$ cat config.mk
export PLATFORM = sky130hd
export DESIGN_NAME = sprite_plot_scheduler_flat
export DESIGN_NICKNAME = d
export VERILOG_FILES = /design/src/rtl/sprite_plot_scheduler_if.sv /design/src/rtl/sprite_plot_scheduler.sv /design/src/flat_wrapper.sv
export SDC_FILE = /design/constraint.sdc
export NUM_CORES = 1
export LEC_CHECK = 0
export BUFFER_PORTS_ARGS = -buffer_cell sky130_fd_sc_hd__buf_4
export CORE_MARGIN = 4
export CORE_UTILIZATION = 57
export DETAILED_ROUTE_END_ITERATION = 10
export PLACE_DENSITY = 0.81
export SLEW_MARGIN = 20
export SYNTH_ARGS = -nofsm -noshare
export SYNTH_HDL_FRONTEND = slang
export SYNTH_SLANG_ARGS = --single-unit
$ cat constraint.sdc
create_clock -name clk -period 4.47 [get_ports clk]
set_clock_uncertainty 0.15 [all_clocks]
set_input_delay 0.894 -clock clk [delete_from_list [all_inputs] [get_ports clk]]
set_output_delay 0.894 -clock clk [all_outputs]
set_load 0.03 [all_outputs]
$ cat src/rtl/sprite_plot_scheduler_if.sv
// Pixel-write arbitration bus between the sprite/shot requesters and the plot scheduler.
// master = requester side, slave = scheduler side.
interface sprite_plot_scheduler_if;
    logic [4:0] kill_req;
    logic [7:0] alien_top_x;
    logic [6:0] alien_top_y;
    logic [7:0] alien_bot_x;
    logic [6:0] alien_bot_y;
    logic       shift_req;
    logic [6:0] row_y;
    logic       shot_req;
    logic [7:0] shot_old_x;
    logic [6:0] shot_old_y;
    logic [7:0] shot_new_x;
    logic [6:0] shot_new_y;
    logic [4:0] cleared;
    logic       cleared_shift;
    logic       shot_done;
    logic [7:0] plot_x;
    logic [6:0] plot_y;
    logic [2:0] plot_colour;
    logic       plot;
    logic       busy;
    logic [4:0] alive_mask;

    modport master (
        output kill_req, alien_top_x, alien_top_y, alien_bot_x, alien_bot_y,
               shift_req, row_y, shot_req, shot_old_x, shot_old_y, shot_new_x, shot_new_y,
        input  cleared, cleared_shift, shot_done, plot_x, plot_y, plot_colour, plot, busy, alive_mask
    );

    modport slave (
        input  kill_req, alien_top_x, alien_top_y, alien_bot_x, alien_bot_y,
               shift_req, row_y, shot_req, shot_old_x, shot_old_y, shot_new_x, shot_new_y,
        output cleared, cleared_shift, shot_done, plot_x, plot_y, plot_colour, plot, busy, alive_mask
    );
endinterface

$ cat src/rtl/sprite_plot_scheduler.sv
// Sole owner of the VGA pixel port: serialises kill-erase, row shift-down and shot moves into plot streams.
// Define SCHED_ROUND_ROBIN_EN for rotating class priority; default is fixed kill > shift > shot.
module sprite_plot_scheduler #(
    parameter logic [7:0] ROW_X0       = 8'd10,
    parameter logic [7:0] ALIEN_W      = 8'd11,
    parameter logic [6:0] ALIEN_H      = 7'd9,
    parameter logic [7:0] GAP          = 8'd19,
    parameter logic [6:0] SHIFT_STEP   = 7'd5,
    parameter logic [2:0] BG_COLOUR    = 3'b000,
    parameter logic [2:0] ALIEN_COLOUR = 3'b010,
    parameter logic [2:0] SHOT_COLOUR  = 3'b111
) (
    input logic clk,
    input logic reset,
    sprite_plot_scheduler_if.slave bus
);
    localparam logic [8:0] ROW_X_LAST = {1'b0, ROW_X0} + 9'd5 * {1'b0, ALIEN_W} + 9'd4 * {1'b0, GAP} - 9'd1;
    localparam logic [7:0] PITCH_LAST = ALIEN_W + GAP - 8'd1;
    localparam logic [8:0] SCREEN_W   = 9'd160;
    localparam logic [7:0] SCREEN_H   = 8'd120;

    typedef enum logic [2:0] {
        IDLE, KILL_SCAN, SHIFT_ERASE, SHIFT_FILL, SHOT_ERASE, SHOT_DRAW, ACK, WAIT_DROP
    } state_t;
    typedef enum logic [1:0] {CLS_KILL, CLS_SHIFT, CLS_SHOT} cls_t;

    state_t     state_q, state_n;
    cls_t       cls_q, cls_n;
    logic [2:0] kidx_q, kidx_n;
    logic [8:0] cur_x_q, cur_x_n, x_first_q, x_first_n, x_last_q, x_last_n;
    logic [7:0] cur_y_q, cur_y_n, y_last_q, y_last_n, fill_y_q, fill_y_n;
    logic [7:0] col_off_q, col_off_n;
    logic [2:0] col_idx_q, col_idx_n;
    logic [4:0] cleared_q, cleared_n, alive_q, alive_n;
    logic       cleared_shift_q, cleared_shift_n, shot_done_q, shot_done_n;
    logic [7:0] plot_x_q, plot_x_n;
    logic [6:0] plot_y_q, plot_y_n;
    logic [2:0] plot_colour_q, plot_colour_n;
    logic       plot_q, plot_n, busy_q;

    logic       row_end, last_px, in_screen, col_live, grant_valid, served_req;
    logic [2:0] kill_pick;
    cls_t       grant_cls;
    logic [8:0] step_x;
    logic [7:0] step_y, step_off;
    logic [2:0] step_idx;

    assign row_end   = (cur_x_q == x_last_q);
    assign last_px   = row_end && (cur_y_q == y_last_q);
    assign in_screen = (cur_x_q < SCREEN_W) && (cur_y_q < SCREEN_H);
    assign col_live  = (col_off_q < ALIEN_W) && alive_q[col_idx_q];

    // Raster step shared by every multi-pixel scan; the column tracker follows the alien pitch.
    always_comb begin
        step_x   = cur_x_q + 9'd1;
        step_y   = cur_y_q;
        step_off = col_off_q + 8'd1;
        step_idx = col_idx_q;
        if (row_end) begin
            step_x   = x_first_q;
            step_y   = cur_y_q + 8'd1;
            step_off = '0;
            step_idx = '0;
        end else if (col_off_q == PITCH_LAST) begin
            step_off = '0;
            step_idx = col_idx_q + 3'd1;
        end
    end

    always_comb begin
        kill_pick = '0;
        for (int i = 4; i >= 0; i--) begin
            if (bus.kill_req[i]) kill_pick = 3'(i);
        end
    end

    always_comb begin
        grant_valid = 1'b1;
        grant_cls   = CLS_KILL;
`ifdef SCHED_ROUND_ROBIN_EN
        case (cls_q)
            CLS_KILL: begin
                if (bus.shift_req)      grant_cls = CLS_SHIFT;
                else if (bus.shot_req)  grant_cls = CLS_SHOT;
                else if (|bus.kill_req) grant_cls = CLS_KILL;
                else                    grant_valid = 1'b0;
            end
            CLS_SHIFT: begin
                if (bus.shot_req)       grant_cls = CLS_SHOT;
                else if (|bus.kill_req) grant_cls = CLS_KILL;
                else if (bus.shift_req) grant_cls = CLS_SHIFT;
                else                    grant_valid = 1'b0;
            end
            default: begin
                if (|bus.kill_req)      grant_cls = CLS_KILL;
                else if (bus.shift_req) grant_cls = CLS_SHIFT;
                else if (bus.shot_req)  grant_cls = CLS_SHOT;
                else                    grant_valid = 1'b0;
            end
        endcase
`else
        if (|bus.kill_req)      grant_cls = CLS_KILL;
        else if (bus.shift_req) grant_cls = CLS_SHIFT;
        else if (bus.shot_req)  grant_cls = CLS_SHOT;
        else                    grant_valid = 1'b0;
`endif
    end

    always_comb begin
        case (cls_q)
            CLS_KILL:  served_req = bus.kill_req[kidx_q];
            CLS_SHIFT: served_req = bus.shift_req;
            default:   served_req = bus.shot_req;
        endcase
    end

    always_comb begin
        // NOTE: every variable gets a default first so no path leaves it unassigned (no latch).
        state_n         = state_q;
        cls_n           = cls_q;
        kidx_n          = kidx_q;
        cur_x_n         = cur_x_q;
        cur_y_n         = cur_y_q;
        x_first_n       = x_first_q;
        x_last_n        = x_last_q;
        y_last_n        = y_last_q;
        fill_y_n        = fill_y_q;
        col_off_n       = col_off_q;
        col_idx_n       = col_idx_q;
        alive_n         = alive_q;
        cleared_n       = '0;
        cleared_shift_n = 1'b0;
        shot_done_n     = 1'b0;
        plot_n          = 1'b0;
        plot_x_n        = cur_x_q[7:0];
        plot_y_n        = cur_y_q[6:0];
        plot_colour_n   = BG_COLOUR;

        case (state_q)
            IDLE: begin
                if (grant_valid) begin
                    cls_n     = grant_cls;
                    col_off_n = '0;
                    col_idx_n = '0;
                    case (grant_cls)
                        CLS_KILL: begin
                            kidx_n    = kill_pick;
                            cur_x_n   = {1'b0, bus.alien_top_x};
                            x_first_n = {1'b0, bus.alien_top_x};
                            x_last_n  = {1'b0, bus.alien_bot_x};
                            cur_y_n   = {1'b0, bus.alien_top_y};
                            y_last_n  = {1'b0, bus.alien_bot_y};
                            if (!alive_q[kill_pick] || (bus.alien_bot_x < bus.alien_top_x) ||
                                (bus.alien_bot_y < bus.alien_top_y))
                                state_n = ACK;
                            else
                                state_n = KILL_SCAN;
                        end
                        CLS_SHIFT: begin
                            cur_x_n   = {1'b0, ROW_X0};
                            x_first_n = {1'b0, ROW_X0};
                            x_last_n  = ROW_X_LAST;
                            cur_y_n   = {1'b0, bus.row_y};
                            y_last_n  = {1'b0, bus.row_y} + {1'b0, SHIFT_STEP} - 8'd1;
                            fill_y_n  = {1'b0, bus.row_y} + {1'b0, ALIEN_H};
                            state_n   = SHIFT_ERASE;
                        end
                        default: begin
                            // Shot reuses the scan registers: cur = old pixel, last = new pixel.
                            cur_x_n  = {1'b0, bus.shot_old_x};
                            cur_y_n  = {1'b0, bus.shot_old_y};
                            x_last_n = {1'b0, bus.shot_new_x};
                            y_last_n = {1'b0, bus.shot_new_y};
                            state_n  = SHOT_ERASE;
                        end
                    endcase
                end
            end
            KILL_SCAN, SHIFT_ERASE, SHIFT_FILL: begin
                plot_n    = in_screen;
                cur_x_n   = step_x;
                cur_y_n   = step_y;
                col_off_n = step_off;
                col_idx_n = step_idx;
                if (state_q == SHIFT_FILL) begin
                    plot_n        = in_screen && col_live;
                    plot_colour_n = ALIEN_COLOUR;
                end
                if (last_px) begin
                    if (state_q == SHIFT_ERASE) begin
                        cur_x_n  = x_first_q;
                        cur_y_n  = fill_y_q;
                        y_last_n = fill_y_q + {1'b0, SHIFT_STEP} - 8'd1;
                        state_n  = SHIFT_FILL;
                    end else begin
                        state_n = ACK;
                    end
                end
            end
            SHOT_ERASE: begin
                plot_n  = in_screen;
                cur_x_n = x_last_q;
                cur_y_n = y_last_q;
                state_n = SHOT_DRAW;
            end
            SHOT_DRAW: begin
                plot_n        = in_screen;
                plot_colour_n = SHOT_COLOUR;
                state_n       = ACK;
            end
            ACK: begin
                case (cls_q)
                    CLS_KILL: begin
                        cleared_n = 5'b00001 << kidx_q;
                        alive_n   = alive_q & ~(5'b00001 << kidx_q);
                    end
                    CLS_SHIFT: cleared_shift_n = 1'b1;
                    default:   shot_done_n     = 1'b1;
                endcase
                state_n = WAIT_DROP;
            end
            default: begin
                if (!served_req) state_n = IDLE;
            end
        endcase
    end

    always_ff @(posedge clk or posedge reset) begin
        if (reset) begin
            state_q         <= IDLE;
            cls_q           <= CLS_SHOT;
            kidx_q          <= '0;
            cur_x_q         <= '0;
            cur_y_q         <= '0;
            x_first_q       <= '0;
            x_last_q        <= '0;
            y_last_q        <= '0;
            fill_y_q        <= '0;
            col_off_q       <= '0;
            col_idx_q       <= '0;
            alive_q         <= 5'b11111;
            cleared_q       <= '0;
            cleared_shift_q <= 1'b0;
            shot_done_q     <= 1'b0;
            plot_q          <= 1'b0;
            plot_x_q        <= '0;
            plot_y_q        <= '0;
            plot_colour_q   <= '0;
            busy_q          <= 1'b0;
        end else begin
            // NOTE: non-blocking so every register samples the pre-edge value of its neighbours.
            state_q         <= state_n;
            cls_q           <= cls_n;
            kidx_q          <= kidx_n;
            cur_x_q         <= cur_x_n;
            cur_y_q         <= cur_y_n;
            x_first_q       <= x_first_n;
            x_last_q        <= x_last_n;
            y_last_q        <= y_last_n;
            fill_y_q        <= fill_y_n;
            col_off_q       <= col_off_n;
            col_idx_q       <= col_idx_n;
            alive_q         <= alive_n;
            cleared_q       <= cleared_n;
            cleared_shift_q <= cleared_shift_n;
            shot_done_q     <= shot_done_n;
            plot_q          <= plot_n;
            plot_x_q        <= plot_x_n;
            plot_y_q        <= plot_y_n;
            plot_colour_q   <= plot_colour_n;
            busy_q          <= (state_n != IDLE);
        end
    end

    assign bus.cleared       = cleared_q;
    assign bus.cleared_shift = cleared_shift_q;
    assign bus.shot_done     = shot_done_q;
    assign bus.plot_x        = plot_x_q;
    assign bus.plot_y        = plot_y_q;
    assign bus.plot_colour   = plot_colour_q;
    assign bus.plot          = plot_q;
    assign bus.busy          = busy_q;
    assign bus.alive_mask    = alive_q;
endmodule

$ cat src/flat_wrapper.sv
// flat-port wrapper written by rule: the top's interface ports become plain ports
module sprite_plot_scheduler_flat 
#(
    parameter logic [7:0] ROW_X0       = 8'd10,
    parameter logic [7:0] ALIEN_W      = 8'd11,
    parameter logic [6:0] ALIEN_H      = 7'd9,
    parameter logic [7:0] GAP          = 8'd19,
    parameter logic [6:0] SHIFT_STEP   = 7'd5,
    parameter logic [2:0] BG_COLOUR    = 3'b000,
    parameter logic [2:0] ALIEN_COLOUR = 3'b010,
    parameter logic [2:0] SHOT_COLOUR  = 3'b111
)
  (clk, reset, bus_kill_req, bus_alien_top_x, bus_alien_top_y, bus_alien_bot_x, bus_alien_bot_y, bus_shift_req, bus_row_y, bus_shot_req, bus_shot_old_x, bus_shot_old_y, bus_shot_new_x, bus_shot_new_y, bus_cleared, bus_cleared_shift, bus_shot_done, bus_plot_x, bus_plot_y, bus_plot_colour, bus_plot, bus_busy, bus_alive_mask);
  sprite_plot_scheduler_if bus_i ();
  input logic clk;
  input logic reset;
  input wire logic [$bits(bus_i.kill_req)-1:0] bus_kill_req;
  input wire logic [$bits(bus_i.alien_top_x)-1:0] bus_alien_top_x;
  input wire logic [$bits(bus_i.alien_top_y)-1:0] bus_alien_top_y;
  input wire logic [$bits(bus_i.alien_bot_x)-1:0] bus_alien_bot_x;
  input wire logic [$bits(bus_i.alien_bot_y)-1:0] bus_alien_bot_y;
  input wire logic [$bits(bus_i.shift_req)-1:0] bus_shift_req;
  input wire logic [$bits(bus_i.row_y)-1:0] bus_row_y;
  input wire logic [$bits(bus_i.shot_req)-1:0] bus_shot_req;
  input wire logic [$bits(bus_i.shot_old_x)-1:0] bus_shot_old_x;
  input wire logic [$bits(bus_i.shot_old_y)-1:0] bus_shot_old_y;
  input wire logic [$bits(bus_i.shot_new_x)-1:0] bus_shot_new_x;
  input wire logic [$bits(bus_i.shot_new_y)-1:0] bus_shot_new_y;
  output wire logic [$bits(bus_i.cleared)-1:0] bus_cleared;
  output wire logic [$bits(bus_i.cleared_shift)-1:0] bus_cleared_shift;
  output wire logic [$bits(bus_i.shot_done)-1:0] bus_shot_done;
  output wire logic [$bits(bus_i.plot_x)-1:0] bus_plot_x;
  output wire logic [$bits(bus_i.plot_y)-1:0] bus_plot_y;
  output wire logic [$bits(bus_i.plot_colour)-1:0] bus_plot_colour;
  output wire logic [$bits(bus_i.plot)-1:0] bus_plot;
  output wire logic [$bits(bus_i.busy)-1:0] bus_busy;
  output wire logic [$bits(bus_i.alive_mask)-1:0] bus_alive_mask;
  assign bus_i.kill_req = bus_kill_req;
  assign bus_i.alien_top_x = bus_alien_top_x;
  assign bus_i.alien_top_y = bus_alien_top_y;
  assign bus_i.alien_bot_x = bus_alien_bot_x;
  assign bus_i.alien_bot_y = bus_alien_bot_y;
  assign bus_i.shift_req = bus_shift_req;
  assign bus_i.row_y = bus_row_y;
  assign bus_i.shot_req = bus_shot_req;
  assign bus_i.shot_old_x = bus_shot_old_x;
  assign bus_i.shot_old_y = bus_shot_old_y;
  assign bus_i.shot_new_x = bus_shot_new_x;
  assign bus_i.shot_new_y = bus_shot_new_y;
  assign bus_cleared = bus_i.cleared;
  assign bus_cleared_shift = bus_i.cleared_shift;
  assign bus_shot_done = bus_i.shot_done;
  assign bus_plot_x = bus_i.plot_x;
  assign bus_plot_y = bus_i.plot_y;
  assign bus_plot_colour = bus_i.plot_colour;
  assign bus_plot = bus_i.plot;
  assign bus_busy = bus_i.busy;
  assign bus_alive_mask = bus_i.alive_mask;
  sprite_plot_scheduler #(.ROW_X0(ROW_X0), .ALIEN_W(ALIEN_W), .ALIEN_H(ALIEN_H), .GAP(GAP), .SHIFT_STEP(SHIFT_STEP), .BG_COLOUR(BG_COLOUR), .ALIEN_COLOUR(ALIEN_COLOUR), .SHOT_COLOUR(SHOT_COLOUR)) u_core (.clk(clk), .reset(reset), .bus(bus_i));
endmodule
==> load_flow_metrics.sql, run 1 <==
INSERT INTO impl_metrics (metric_group, metric, value, unit) VALUES
('clock_network', 'hold_buffers', '0', ''),
('clock_network', 'cts_buffer_depth', '2', ''),
('yosys', 'yosys_top_cell_by_area', 'sky130_fd_sc_hd__dfrtp_1', ''),
('critical_path', 'rr_startpoint', 'u_core.cur_x_q[1]', ''),
('yosys', 'synth.ff_latch_count', '99', ''),
('clock_network', 'tritoncts.num_buffers', '9', ''),
('critical_path', 'slowest_cell_on_the_critical_path', 'sky130_fd_sc_hd__o21bai_2', ''),
('yosys', 'netlist-cell-type-count', '72', ''),
('run_status', 'run_status', 'finished, final reports clean', ''),
('route', 'drtPass1Iterations', '7', ''),
('global_routing', 'first_global_vias', '5658', ''),
('critical_path', 'worst_ep_required', '4.59', 'ns'),
('min_path', 'timing.hold.worst.start', 'u_core.x_first_q[2]', ''),
('placement', 'dp.final_hpwl', '13100', 'microns'),
('die', 'floorplan.initialDensity', '58.6', '%'),
('clock_network', 'clock_insertion_delay_worst_skew', '0.38', 'ns'),
('yosys', 'synth.yosys.seq_area_share', '41.1', '%'),
('placement', 'port-buffer-count', '107', ''),
('clock_network', 'total_number_of_h_tree_levels', '3', ''),
('critical_path', 'cp_data_arrival_time', '3.37', 'ns'),
('placement', 'place.gp.congestion', '0.975', ''),
('placement', 'number_of_placed_instances_taps_included', '909', ''),
('sta', 'final.period_utilization', '72.8', '%'),
('layout', 'antennaDiodeCount', '0', ''),
('critical_path', 'cpPeakStageDelay', '0.63', 'ns'),
('route', 'drc', '0', ''),
('sta', 'holdWs', '0.357', 'ns'),
('critical_path', 'cp.depth', '6', ''),
('yosys', 'synth_flop_cell', 'sky130_fd_sc_hd__dfrtp_1', ''),
('route', 'finalWirelength', '17400', 'microns'),
('sta', 'drv_slew', '0', ''),
('yosys', 'post-synth-top-count-cell', 'sky130_fd_sc_hd__dfrtp_1', ''),
('yosys', 'ys_warn_count', '0', ''),
('layout', 'area_delta_synth_final', '17.3', '%'),
('global_routing', 'global_route_wire_length_before_repair', '28700', 'microns'),
('min_path', 'timing.hold.worst.class', 'register to register', ''),
('sta', 'tns', '0', 'ns'),
('die', 'die_height', '111', 'microns'),
('sta', 'worst-slew-pin-transition', '0.950', 'ns'),
('yosys', 'post_synth_inst_count', '695', ''),
('clock_network', 'cts_resized', '0', ''),
('pwr', 'pwr_density_cell', '538', 'mW/mm^2'),
('sta', 'setup_repair_after_global_routing_missed_its_margin', 'no', ''),
('clock_network', 'cts_setup_buffers', '0', ''),
('critical_path', 'critPathTopFamily', 'compound AO/OA/AOI/OAI gates', ''),
('yosys', 'synth_enable_flop_cells', '0', ''),
('global_routing', 'groute.usage.overall', '28.4', '%'),
('critical_path', 'worstSetupEndpointType', 'register', ''),
('yosys', 'ys_top_cells_by_count', 'sky130_fd_sc_hd__dfrtp_1, sky130_fd_sc_hd__nand2_1, sky130_fd_sc_hd__o21ai_0', ''),
('route', 'vias', '5844', ''),
('yosys', 'netlist_top_cells_area', 'sky130_fd_sc_hd__dfrtp_1, sky130_fd_sc_hd__o21ai_0, sky130_fd_sc_hd__nand2_1, sky130_fd_sc_hd__ha_1, sky130_fd_sc_hd__xor2_1', ''),
('yosys', 'synth_top_area_share', '38.5', '%'),
('critical_path', 'cp_max_fo', '16', ''),
('critical_path', 'worst_setup_path_startpoint', 'bus_kill_req[0]', ''),
('critical_path', 'cp_cell_sequence', 'buf_4 -> nor4_2 -> nand2b_1 -> o21bai_2 -> a21o_1 -> mux2_2', ''),
('run', 'cap_violations', '0', ''),
('die', 'ios', '108', ''),
('yosys', 'synth_async_sr_flop_share', '100', '%'),
('clock_network', 'clockRootBuffer', 'sky130_fd_sc_hd__clkbuf_8', ''),
('sta', 'report.final.setup_viol', '0', ''),
('yosys', 'synthesis.area', '0.00605', 'sq mm'),
('layout', 'final_net_count', '882', ''),
('sta', 'timing.final.crit_period', '3.25', 'ns'),
('route', 'first_iter_violations', '719', ''),
('clock_network', 'tritoncts', 'yes', ''),
('critical_path', 'rr_worst_depth', '7', ''),
('die', 'placeableCoreArea', '0.0103', 'sq mm'),
('global_routing', 'grt-ovfl-total', '0', ''),
('global_routing', 'grt_antenna_before_repair', '0', ''),
('layout', 'drive_above_1_share', '20.7', '%'),
('die', 'floorplan.rows', '37', '');
## cells in the final DEF, fill, tap and decap left out, types with 6 or more instances in the layout
cell type and count:
sky130_fd_sc_hd__buf_4 114, sky130_fd_sc_hd__dfrtp_1 93, sky130_fd_sc_hd__nand2_1 88, sky130_fd_sc_hd__o21ai_0 82, sky130_fd_sc_hd__nor2_1 56, sky130_fd_sc_hd__a21oi_1 35, sky130_fd_sc_hd__xor2_1 27, sky130_fd_sc_hd__inv_1 23
sky130_fd_sc_hd__nand3_1 23, sky130_fd_sc_hd__ha_1 22, sky130_fd_sc_hd__nor3_1 13, sky130_fd_sc_hd__a31oi_1 11, sky130_fd_sc_hd__a21o_1 9, sky130_fd_sc_hd__nor2b_1 9, sky130_fd_sc_hd__a22oi_1 9, sky130_fd_sc_hd__clkbuf_8 9
sky130_fd_sc_hd__o22ai_1 8, sky130_fd_sc_hd__and3_1 8, sky130_fd_sc_hd__xnor2_1 8, sky130_fd_sc_hd__nand2b_1 7, sky130_fd_sc_hd__o21ai_1 7, sky130_fd_sc_hd__nand4_1 7, sky130_fd_sc_hd__and2_1 7, sky130_fd_sc_hd__a221oi_1 7
sky130_fd_sc_hd__o31ai_1 6, sky130_fd_sc_hd__a222oi_1 6, sky130_fd_sc_hd__dfstp_2 6
## metrics by stage
stage                     worst slack, ns  cell area, sq um
final                                1.22              7100
after detailed placement            0.912              6910
after floorplan                     0.846              6050
after global routing                 1.10              7100
after global placement               1.04              6910
after CTS                            1.29              7100
## cell families (layout without fill, tap and decap cells)
family / count (synthesis) / after routing / synth area share, %
flip-flops: 99 / 99 / 41.1
adder cells (fa/ha/maj): 22 / 22 / 4.55
multiplexers: 9 / 9 / 1.76
buffers and inverters: 60 / 154 / 4.30
AND/OR/NAND/NOR: 256 / 256 / 21.0
AO/OA/AOI/OAI: 214 / 214 / 22.3
XOR/XNOR: 35 / 35 / 5.07
## sequential cells by signal, summed over array words and instances (netlist names), 7 cells and up
signal	flops
u_core.bus.plot_x	8
u_core.bus.plot_y	7
u_core.col_off_q	8
u_core.cur_x_q	9
u_core.cur_y_q	8
u_core.fill_y_q	8
u_core.x_first_q	8
u_core.x_last_q	8
u_core.y_last_q	8
## tightest hold or removal path, cell delays in order, from the launching register on
cell	delay (ns)
sky130_fd_sc_hd__dfrtp_1	0.36
sky130_fd_sc_hd__nand2_1	0.05
sky130_fd_sc_hd__o21ai_0	0.06
## path summary, 6_finish.rpt
| path | slack [ns] | endpoint |
|---|---|---|
| worst max-delay path | 1.22 | u_core.y_last_q[2] |
| worst min-delay path | 0.36 | u_core.x_first_q[2] |
| worst max register to register | 1.55 | u_core.bus.busy |
| worst min register to register | 0.36 | u_core.x_first_q[2] |
| max in group asynchronous | 2.75 | u_core.cur_y_q[1] |
| min in group asynchronous | 0.57 | u_core.bus.plot_x[1] |
## cell type report
cell class | count | area (sq um)
multi-input combinational | 536 | 3310
fill | 831 | 3220
sequential | 99 | 2480
timing repair buffer | 114 | 856
tap | 136 | 170
clock buffer | 9 | 124
inverter | 24 | 92.6
clock inverter | 7 | 67.6
## power by group
part | internal (uW) | switching, uW | total, uW
Combinational | 683 | 1060 | 1740
Clock | 218 | 345 | 563
Sequential | 1180 | 339 | 1520
Total | 2080 | 1740 | 3820
## layer usage
metal / track usage [%] / vias up / part of all wire, %
met2: 43.9 / 310 / 46
li1: - / 2693 / -
met4: 10.6 / 0 / 2.8
met3: 3.66 / 49 / 8.1
met5: 0 / - / 0
met1: 40.9 / 2792 / 43
No activity file was read; power rests on OpenSTA's default activity.
==> run 2, diff against run 1 <==
==> constraint.sdc (replaced) <==
create_clock -name clk -period 3.23 [get_ports clk]
set_clock_uncertainty 0.15 [all_clocks]
set_input_delay 0.646 -clock clk [delete_from_list [all_inputs] [get_ports clk]]
set_output_delay 0.646 -clock clk [all_outputs]
set_load 0.03 [all_outputs]
==> run 2 against run 1 <==
Effect of this change:
- critical endpoint is now u_core.cur_y_q[3]
- routed wire length grew 3.6%
- cell count grew 1.6%
- worst hold slack lost 0.089 ns
- count of clock-buffer cells in the layout grew 2
- clock power grew 59%
- first-iteration DRC count shrank 23%
- combinational power grew 44%
- non-clock buffer count grew 15
- cell area grew 2.3%
- via count shrank 0.68%
- largest power group unchanged
==> load_flow_metrics.sql, run 2 (same netlist as run 1, synthesis figures left out) <==
INSERT INTO impl_metrics (metric_group, metric, value, unit) VALUES
('run_status', 'run_status', 'finished, final reports clean', ''),
('sta', 'drv_slew', '0', ''),
('layout', 'multi_input_comb_area', '0.00331', 'sq mm'),
('critical_path', 'rr_worst_depth', '7', ''),
('layout', 'area_delta_synth_final', '20.0', '%'),
('sta', 'final-hold-violation-count', '0', ''),
('clock_network', 'cts.sinks', '99', ''),
('sta', 'worst-slew-pin-transition', '0.716', 'ns'),
('clock_network', 'cts_buffer_depth', '2', ''),
('layout', 'leading_cell_types_in_the_layout_fill_and_taps_excluded', 'sky130_fd_sc_hd__buf_4, sky130_fd_sc_hd__dfrtp_1, sky130_fd_sc_hd__nand2_1', ''),
('layout', 'summed_area_of_non_filler_cells_in_the_final_layout', '0.00726', 'sq mm'),
('layout', 'layout_commonest_cell', 'sky130_fd_sc_hd__buf_4', ''),
('placement', 'port-buffer-count', '107', ''),
('sta', 'final.period_utilization', '81.3', '%'),
('global_routing', 'global_route_wire_length_before_repair', '29200', 'microns'),
('critical_path', 'endpoint', 'u_core.cur_y_q[3]', ''),
('critical_path', 'reg2reg_slack', '0.61', 'ns'),
('placement', 'placedInstanceArea', '0.00704', 'sq mm'),
('route', 'vias', '5804', ''),
('sta', 'holdWs', '0.269', 'ns'),
('layout', 'final_net_count', '897', ''),
('die', 'chipWidth', '111', 'microns'),
('clock_network', 'path_clk_slew', '0.10', 'ns'),
('critical_path', 'cp_data_arrival_time', '2.78', 'ns'),
('clock_network', 'clock_insertion_delay_worst_skew', '0.38', 'ns'),
('die', 'floorplan.initialDensity', '58.6', '%'),
('die', 'placeableCoreArea', '0.0103', 'sq mm'),
('sta', 'timing.max_slew.rel_slack', '52.1', '%'),
('layout', 'register_bank_with_the_most_flops', 'u_core.cur_x_q', ''),
('global_routing', 'grt_antenna_before_repair', '0', ''),
('clock_network', 'total_number_of_h_tree_levels', '3', ''),
('die', 'die_height', '111', 'microns'),
('min_path', 'timing.hold.worst.class', 'input pin to async pin', ''),
('sta', 'max_freq', '381', 'MHz'),
('critical_path', 'critical_path.startpoint_type', 'register', ''),
('die', 'fp.dieArea', '0.0123', 'sq mm'),
('global_routing', 'first_global_vias', '5614', ''),
('die', 'ios', '108', ''),
('clock_network', 'cts_setup_buffers', '0', ''),
('sta', 'tns', '0', 'ns'),
('sta', 'report.final.setup_viol', '0', ''),
('route', 'drtAntennaViolNets', '0', ''),
('placement', 'place.gp.congestion', '0.952', ''),
('critical_path', 'critical_path.reg2reg.endpoint', 'u_core.cur_y_q[3]', ''),
('critical_path', 'worstSetupEndpointType', 'register', ''),
('route', 'post_drt_via_cell_ratio', '6.17', ''),
('layout', 'drive_above_1_share', '22.0', '%'),
('sta', 'setup_repair_after_global_routing_missed_its_margin', 'no', ''),
('route', 'drc', '0', ''),
('placement', 'dp.final_hpwl', '13800', 'microns'),
('global_routing', 'grt_start_max_net_pins', '100', ''),
('die', 'floorplan.rows', '37', ''),
('layout', 'sequential_cell_area', '0.00248', 'sq mm'),
('critical_path', 'cp_max_fo', '21', ''),
('sta', 'timing.final.crit_period', '2.62', 'ns'),
('clock_network', 'tritoncts.num_buffers', '9', ''),
('pwr', 'ir_drop', '321', 'uV'),
('critical_path', 'worst_ep_required', '3.38', 'ns'),
('route', 'finalWirelength', '18000', 'microns'),
('clock_network', 'tritoncts', 'yes', ''),
('global_routing', 'groute.usage.overall', '29.3', '%'),
('critical_path', 'worst_setup_path_startpoint', 'u_core.state_q[2]', ''),
('layout', 'layout.filler_cells', '819', ''),
('route', 'first_iter_violations', '557', ''),
('route', 'route.detailed.wl_per_inst', '19.2', 'microns'),
('layout', 'antennaDiodeCount', '0', ''),
('layout', 'largest_register_ff_count', '9', ''),
('clock_network', 'clockRootBuffer', 'sky130_fd_sc_hd__clkbuf_8', ''),
('clock_network', 'hold_buffers', '0', ''),
('critical_path', 'rr_startpoint', 'u_core.state_q[2]', ''),
('clock_network', 'cts_resized', '0', ''),
('route', 'drtPass1Iterations', '8', ''),
('pwr', 'pwr_density_cell', '761', 'mW/mm^2'),
('critical_path', 'type_of_the_worst_setup_path', 'register to register', ''),
('pwr', 'cellLeakagePower', '0.00337', 'uW'),
('global_routing', 'grt-ovfl-total', '0', ''),
('run', 'cap_violations', '0', '');
==> run 2: final cells by class <==
class / instances / area share [%]
inverter: 24 / 1.29
multi-input combinational: 536 / 45.5
tap: 136 / 2.34
clock buffer: 11 / 1.95
sequential: 99 / 34.2
timing repair buffer: 129 / 13.5
clock inverter: 5 / 1.15
==> run 2: how the worst min path moves through the flow <==
stage | to | slack, ns | cells after the start
after floorplan | u_core.bus.plot_y[2] | 0.20 | 0
after global placement | u_core.x_first_q[3] | 0.32 | 2
after detailed placement | u_core.x_first_q[6] | 0.32 | 2
after CTS | u_core.bus.plot_x[1] | 0.28 | 3
after global routing | u_core.bus.cleared[2] | 0.32 | 3
final | u_core.bus.shot_done | 0.27 | 3
==> run 2: worst max-delay path: stages (launching register included) <==
cell                       delay, ns
sky130_fd_sc_hd__dfrtp_1        0.61
sky130_fd_sc_hd__or3_1          0.54
sky130_fd_sc_hd__nand2_1        0.40
sky130_fd_sc_hd__o221a_2        0.27
sky130_fd_sc_hd__o21ai_0        0.17
sky130_fd_sc_hd__o211ai_1       0.19
sky130_fd_sc_hd__a41oi_1        0.08
sky130_fd_sc_hd__o21ai_1        0.13
==> run 2: routing by layer <==
layer,up-vias,track usage [%],routed length (microns)
li1,2716,-,-
met1,2706,41.3,7660
met2,344,43.9,7940
met3,38,6.99,2010
met4,0,11.4,430
met5,-,0,0
==> run 2: report_power, final <==
group	leakage (uW)	internal (uW)	switching [uW]
Sequential	0.00124	1640	491
Clock	0.000106	460	435
Combinational	0.00202	1010	1490
Total	0.00337	3110	2420
==> run 2: per-stage QoR <==
stage | util (%) | total power, uW | worst slack, ns | cells
after floorplan | - | 3720 | 0.852 | 695
final | 70.3 | 5530 | 0.605 | 940
after global routing | 70.3 | 5880 | 0.405 | 940
after CTS | 70.3 | 5490 | 0.607 | 940
after global placement | 68.1 | 4520 | 0.545 | 924
after detailed placement | 68.1 | 4600 | 0.489 | 924
